===== src/rtl/serial_tx_piso.sv =====
// Parallel-in serial-out frame transmitter: start bit 0, DATA_W data bits LSB first, stop bit 1.
// Each bit lasts CLK_DIV clocks; all outputs are registered and accept only when ready=1.
module serial_tx_piso #(
  parameter int DATA_W  = 8,
  parameter int CLK_DIV = 4
) (
  input  logic              clk,
  input  logic              clrn,
  input  logic [DATA_W-1:0] din,
  input  logic              load,
  output logic              ready,
  output logic              busy,
  output logic              sout,
  output logic              done
);

  localparam int DW = (CLK_DIV > 1) ? $clog2(CLK_DIV) : 1;
  localparam int BW = (DATA_W > 1) ? $clog2(DATA_W) : 1;
  localparam logic [DW-1:0] DIV_LAST = DW'(CLK_DIV - 1);
  localparam logic [DW-1:0] DIV_ONE  = DW'(1);
  localparam logic [BW-1:0] BIT_LAST = BW'(DATA_W - 1);
  localparam logic [BW-1:0] BIT_ONE  = BW'(1);

  typedef enum logic [1:0] {IDLE, START, DATA, STOP} state_t;

  state_t            state_q, state_d;
  logic [DATA_W-1:0] shreg_q, shreg_d;
  logic [BW-1:0]     bitcnt_q, bitcnt_d;
  logic [DW-1:0]     divcnt_q, divcnt_d;
  logic              sout_d, ready_d, busy_d, done_d;
  logic              bit_end;

  assign bit_end = (divcnt_q == DIV_LAST);

  always_ff @(posedge clk or negedge clrn) begin
    if (!clrn) begin
      state_q  <= IDLE;
      shreg_q  <= '0;
      bitcnt_q <= '0;
      divcnt_q <= '0;
      sout     <= 1'b1;
      ready    <= 1'b1;
      busy     <= 1'b0;
      done     <= 1'b0;
    end else begin
      state_q  <= state_d;
      shreg_q  <= shreg_d;
      bitcnt_q <= bitcnt_d;
      divcnt_q <= divcnt_d;
      sout     <= sout_d;
      ready    <= ready_d;
      busy     <= busy_d;
      done     <= done_d;
    end
  end

  always_comb begin
    state_d  = state_q;
    shreg_d  = shreg_q;
    bitcnt_d = bitcnt_q;
    divcnt_d = divcnt_q + DIV_ONE;
    sout_d   = sout;
    ready_d  = ready;
    busy_d   = busy;
    done_d   = 1'b0;
    case (state_q)
      IDLE: begin
        divcnt_d = '0;
        sout_d   = 1'b1;
        ready_d  = 1'b1;
        busy_d   = 1'b0;
        if (load && ready) begin
          shreg_d = din;
          state_d = START;
          sout_d  = 1'b0;
          ready_d = 1'b0;
          busy_d  = 1'b1;
        end
      end
      START: begin
        if (bit_end) begin
          state_d  = DATA;
          divcnt_d = '0;
          bitcnt_d = '0;
          sout_d   = shreg_q[0];
        end
      end
      DATA: begin
        if (bit_end) begin
          divcnt_d = '0;
          if (bitcnt_q == BIT_LAST) begin
            state_d = STOP;
            sout_d  = 1'b1;
          end else begin
            // sout is registered, so it must present the post-shift LSB
            shreg_d  = shreg_q >> 1;
            bitcnt_d = bitcnt_q + BIT_ONE;
            sout_d   = shreg_d[0];
          end
        end
      end
      STOP: begin
        if (bit_end) begin
          state_d  = IDLE;
          divcnt_d = '0;
          done_d   = 1'b1;
          ready_d  = 1'b1;
          busy_d   = 1'b0;
          sout_d   = 1'b1;
        end
      end
      default: begin
        state_d  = IDLE;
        divcnt_d = '0;
      end
    endcase
  end

endmodule

===== config.mk =====
export PLATFORM = sky130hd
export DESIGN_NAME = serial_tx_piso
export DESIGN_NICKNAME = d
export VERILOG_FILES = /design/src/rtl/serial_tx_piso.sv
export SDC_FILE = /design/constraint.sdc
export NUM_CORES = 1
export LEC_CHECK = 0
export BUFFER_PORTS_ARGS = -buffer_cell sky130_fd_sc_hd__buf_2
export CAP_MARGIN = 20
export CORE_MARGIN = 4
export CORE_UTILIZATION = 30
export DETAILED_ROUTE_END_ITERATION = 6
export RECOVER_POWER = 25
export SLEW_MARGIN = 20
export SYNTH_ARGS = -nofsm -noshare
export SYNTH_HDL_FRONTEND = slang
export SYNTH_SLANG_ARGS = --single-unit

===== constraint.sdc =====
create_clock -name clk -period 5 [get_ports clk]
set_input_delay 0.75 -clock clk [delete_from_list [all_inputs] [get_ports clk]]
set_output_delay 0.75 -clock clk [all_outputs]
set_load 0.01 [all_outputs]

* Word level (Yosys, flattened, before mapping) *
Index checks and enable logic that the tools add are counted.
Widths: inputs -> output; s select.

operators by class
  $add $sub $neg = 2
  equality and inequality tests = 11
  muxes and demuxes = 28
  reduce and logical (&&, ||, !) cells = 11

operator list
  operator             number
  $mux 8               3
  $pmux 8 s2           1
  $mux 2               6
  $ne 2x2->1 const B   6
  $mux 1               9
  $mux 3               3
  $pmux 2 s4           1
  $reduce_and 4->1     2
  $eq 2x2->1 const B   3
  $pmux 3 s2           1
  $reduce_bool 2->1    3
  $reduce_and 5->1     1
  $pmux 1 s2           2
  $pmux 1 s4           1
  $pmux 2 s2           1
  $add 3x1->3 const B  1
  $eq 3x3->1 const B   1
  $reduce_and 3->1     1
  $reduce_or 3->1      1
  $add 2x1->2 const B  1
  $eq 2x1->1 const B   1
  $logic_not 2->1      1
  $reduce_and 2->1     1
  $logic_and 1x1->1    1

word-level totals
  input bits = 11
  output and inout port bits = 4
  flip-flop bits (word level) = 19
  logic and storage cells = 60

* Longest topological paths before layout *
  word-level depth = 4
  mapped depth = 6
  gate-level depth less buffers = 5

* Least setup slack after synthesis *
Ideal clock, no wire load.

  path kind = register -> register
  from = register bitcnt_q[0]
  to = register shreg_q[2]
  buffers on the path = 0
  required time = 4875 ps
  path slack = 3304 ps
  stages on the path, launching flop included = 6
  clock period less this slack = 1696 ps
  setup time = 125 ps
  arrival time = 1571 ps
  path through = dfrtp_1 -> ha_1 -> ha_1 -> nand3b_1 -> a21boi_4 -> mux2_2

between the ends
  word-level cells in the longest chain between the ends = 3

RTL lines
  element                            line  RTL
  start, declared                    28    logic [BW-1:0] bitcnt_q, bitcnt_d;
  start signal, assigned             48    bitcnt_q <= bitcnt_d;
  $eq 3x3->1                         91    if (bitcnt_q == BIT_LAST) begin
  $ne 2x2->1 (no source line)        -
  $reduce_and 4->1 (no source line)  -
  end signal, assigned               47    shreg_q <= shreg_d;
  end, declared                      27    logic [DATA_W-1:0] shreg_q, shreg_d;

No other way between the ends.
A chain may end at the register's enable or synchronous reset.

* Worst setup path in the final report *
  from = register state_q[0]
  to = register state_q[1]

between the ends
  word-level cells in the longest chain between the ends = 3
  elaborated cells on any way between the ends = 11
  those cells by class = eq/ne: 8; mux: 1; reduce/logical: 2

RTL lines
  element                                   line  RTL
  start, declared                           26    state_t state_q, state_d;
  start signal, assigned                    46    state_q <= state_d;
  $eq 2x2->1, or another cell as far along  66    case (state_q)
  $ne 2x2->1 (no source line)               -
  $reduce_and 5->1 (no source line)         -

Parallel ways exist; a longest one is shown, timed or not.

==> results.md <==
- Yosys reg bits: 19
- Skew-Pair Late Insertion Delay: 0.29 ns
- Total Power: 0.7041 mW
- Worst-path maximum fanout: 15
- GPL Wtd Cong: 0.6791
- Root Buffer: clkbuf_4
- Final WS setup: 2.941 ns
- Syn Inst Count: 82
- Critical path type: reg -> reg
- MaxCap Viol Count: 0
- Yosys top cell by area: dfrtp_1
- Final ANT Viol Nets: 0
- CTS tree: built
- Ys Warns: 0
- Setup fix buffers added after clock tree synthesis: 0
- Crit end category: flop
- Vias in the first global route: 721
- Global route total overflow: 0
- Final core utilization: 36.47%
- Fin crit share: 41.18%
- Die width: 66.34 um
- Critical Path AT: 2.25 ns
- Post-DP Area: 0.001125 mm2
- Clk buf depth: 2
- Post-cts resize count: 0
- Distinct cells, synth: 26
- Avg Cell Area, Syn: 12.45 um2
- Outcome: completed
- Top FF cell, synth: dfrtp_1
- Normalized max-slew margin: 32.68%
- Hold Fails Final Rpt: 0
- Layout area overhead: 12.62%
- Initial antenna violation count: 0
- Startpoint class of the critical path: flop
- Synth Net Count: 101
- Post-DP HPWL: 1336 um
- Chip height: 66.34 um
- Worst-margin pin slew: 1.010 ns
- First-pass GRT wire length: 2973 um
- Pre-CTS setup slack: 2.945 ns
- Row count: 20
- Hold Crit Class: reg -> reg
- Starting Density: 32.38%
- Commonest cells in the netlist: 17 x dfrtp_1, 15 x mux2_2, 8 x ha_1, 7 x o21ai_0, 5 x inv_1
- Top-count cell post-synth: dfrtp_1
- Vias after detailed routing: 667
- Final WL: 1714 um
- Final Setup Violations: 0
- Largest cells by area after synthesis: dfrtp_1 42%, mux2_2 17%, ha_1 9.8%, dfstp_2 5.1%, o21ai_0 3.4%
- EDFF count, synth: 0
- H-tree lvl count: 1
- Ant. Diodes: 0
- Top-area cell type share of the netlist area: 41.67%
- WHS: 0.4323 ns
- Layout cells sized above 1: 37.11%
- Fillers: 331
- Slew Limit Fails: 0
- Routed vias/inst: 4.730
- Largest net degree at the start of global routing: 20
- CTS clk-pin slew, worst paths: 0.10 ns
- Synth async-reset ratio: 100.0%
- Drt wl/cell: 12.16 um
- Power Dens Cells: 612.3 mW/mm2
- 1st-iter DRT viols: 13
- DRC Markers: 0
- Layout Cells excl Fill: 141
- Total CTS buffers: 3
- Max Clock Freq: 485.7 MHz
- Final nets: 117
- Total track usage: 8.759%
- Die area: 0.004400 mm2
- Layout Skew: 0.002328 ns
- Cts hold-fix bufs: 0
- Setup TNS: 0 ns
- Sequential area share after synthesis: 46.81%
- Minimum clock period: 2.059 ns
- Leak: 0.5201 nW
- Cell area after layout: 0.001150 mm2
- Post-Syn Area: 0.001021 mm2
- Number of port buffers: 14
- Worst vdd rail ir drop: 0.2314 mV
- Placed Cells: 137
- Unrepaired setup endpoints after global routing: no
- TritonCTS Sinks: 19
- I/O pins: 15
- Drt first pass iters: 4
- WP data required: 5.19 ns
- Core region area: 0.003153 mm2
-- placed cells by master (no fill, tap or decap), types with 2 or more instances in the layout --
| cell type | instances |
|---|---|
| mux2_2 | 15 |
| o21ai_0 | 7 |
| nor3_1 | 2 |
| buf_2 | 13 |
| a21oi_1 | 2 |
| inv_1 | 5 |
| nor2b_1 | 2 |
| o32a_1 | 2 |
| ha_1 | 8 |
| a22oi_1 | 2 |
| clkbuf_4 | 3 |
| mux2_1 | 2 |
| nand2_1 | 2 |
| dfrtp_1 | 17 |
| dfstp_2 | 2 |
| clkbuf_1 | 2 |
-- area by class of cell --
type	instances	area (um2)	share of cell area, %
clock buffer	4	26.28	2.285
inverter	5	18.77	1.632
multi-input combinational	55	503.0	43.74
sequential	19	478.0	41.57
tap	44	55.05	4.788
timing repair buffer	14	68.82	5.985
-- critical path, stage by stage, from the launching register on --
cell,delay [ns]
dfrtp_1,0.41
inv_1,0.08
ha_1,0.38
nor3_1,0.45
o221a_2,0.30
mux2_2,0.33
-- cell families after synthesis --
logic type,after synthesis,synth area share (%)
flip-flops,19,46.81
AO/OA/AOI/OAI,18,13.97
multiplexers,17,18.75
AND/OR/NAND/NOR,12,6.742
buffers and inverters,8,3.922
adder cells (fa/ha/maj),8,9.804
-- final timing paths --
check | from | endpoint | slack, ns | depth (start not counted)
max in group asynchronous | clrn | bitcnt_q[0]$_DFFE_PN0P_ | 3.80 | 1
worst max-delay path | state_q[0]$_DFFE_PN0P_ | state_q[1]$_DFFE_PN0P_ | 2.94 | 5
worst max register to register | state_q[0]$_DFFE_PN0P_ | state_q[1]$_DFFE_PN0P_ | 2.94 | 5
worst min-delay path | divcnt_q[0]$_DFF_PN0_ | divcnt_q[0]$_DFF_PN0_ | 0.43 | 1
min in group asynchronous | clrn | divcnt_q[1]$_DFF_PN0_ | 0.59 | 1
worst min register to register | divcnt_q[0]$_DFF_PN0_ | divcnt_q[0]$_DFF_PN0_ | 0.43 | 1
-- registers in the layout, indices dropped and copies added (netlist names) --
name / count
ready: 1
sout: 1
divcnt_q: 2
busy: 1
shreg_q: 8
done: 1
bitcnt_q: 3
state_q: 2
-- power by group --
part	switching [mW]	total (mW)	internal, mW
logic	0.162	0.352	0.190
clock network	0.0438	0.0749	0.0311
registers	0.0439	0.277	0.234
total	0.250	0.704	0.454
-- metal layers --
| layer | track usage (%) | vias up | part of all wire [%] |
|---|---|---|---|
| met1 | 9.698 | 330 | 46 |
| met3 | 2.041 | 2 | 2.9 |
| li1 | - | 327 | - |
| met2 | 15.74 | 8 | 50 |
| met5 | 0 | - | 0 |
| met4 | 3.807 | 0 | 1.3 |
(Power assumes the default switching activity.)
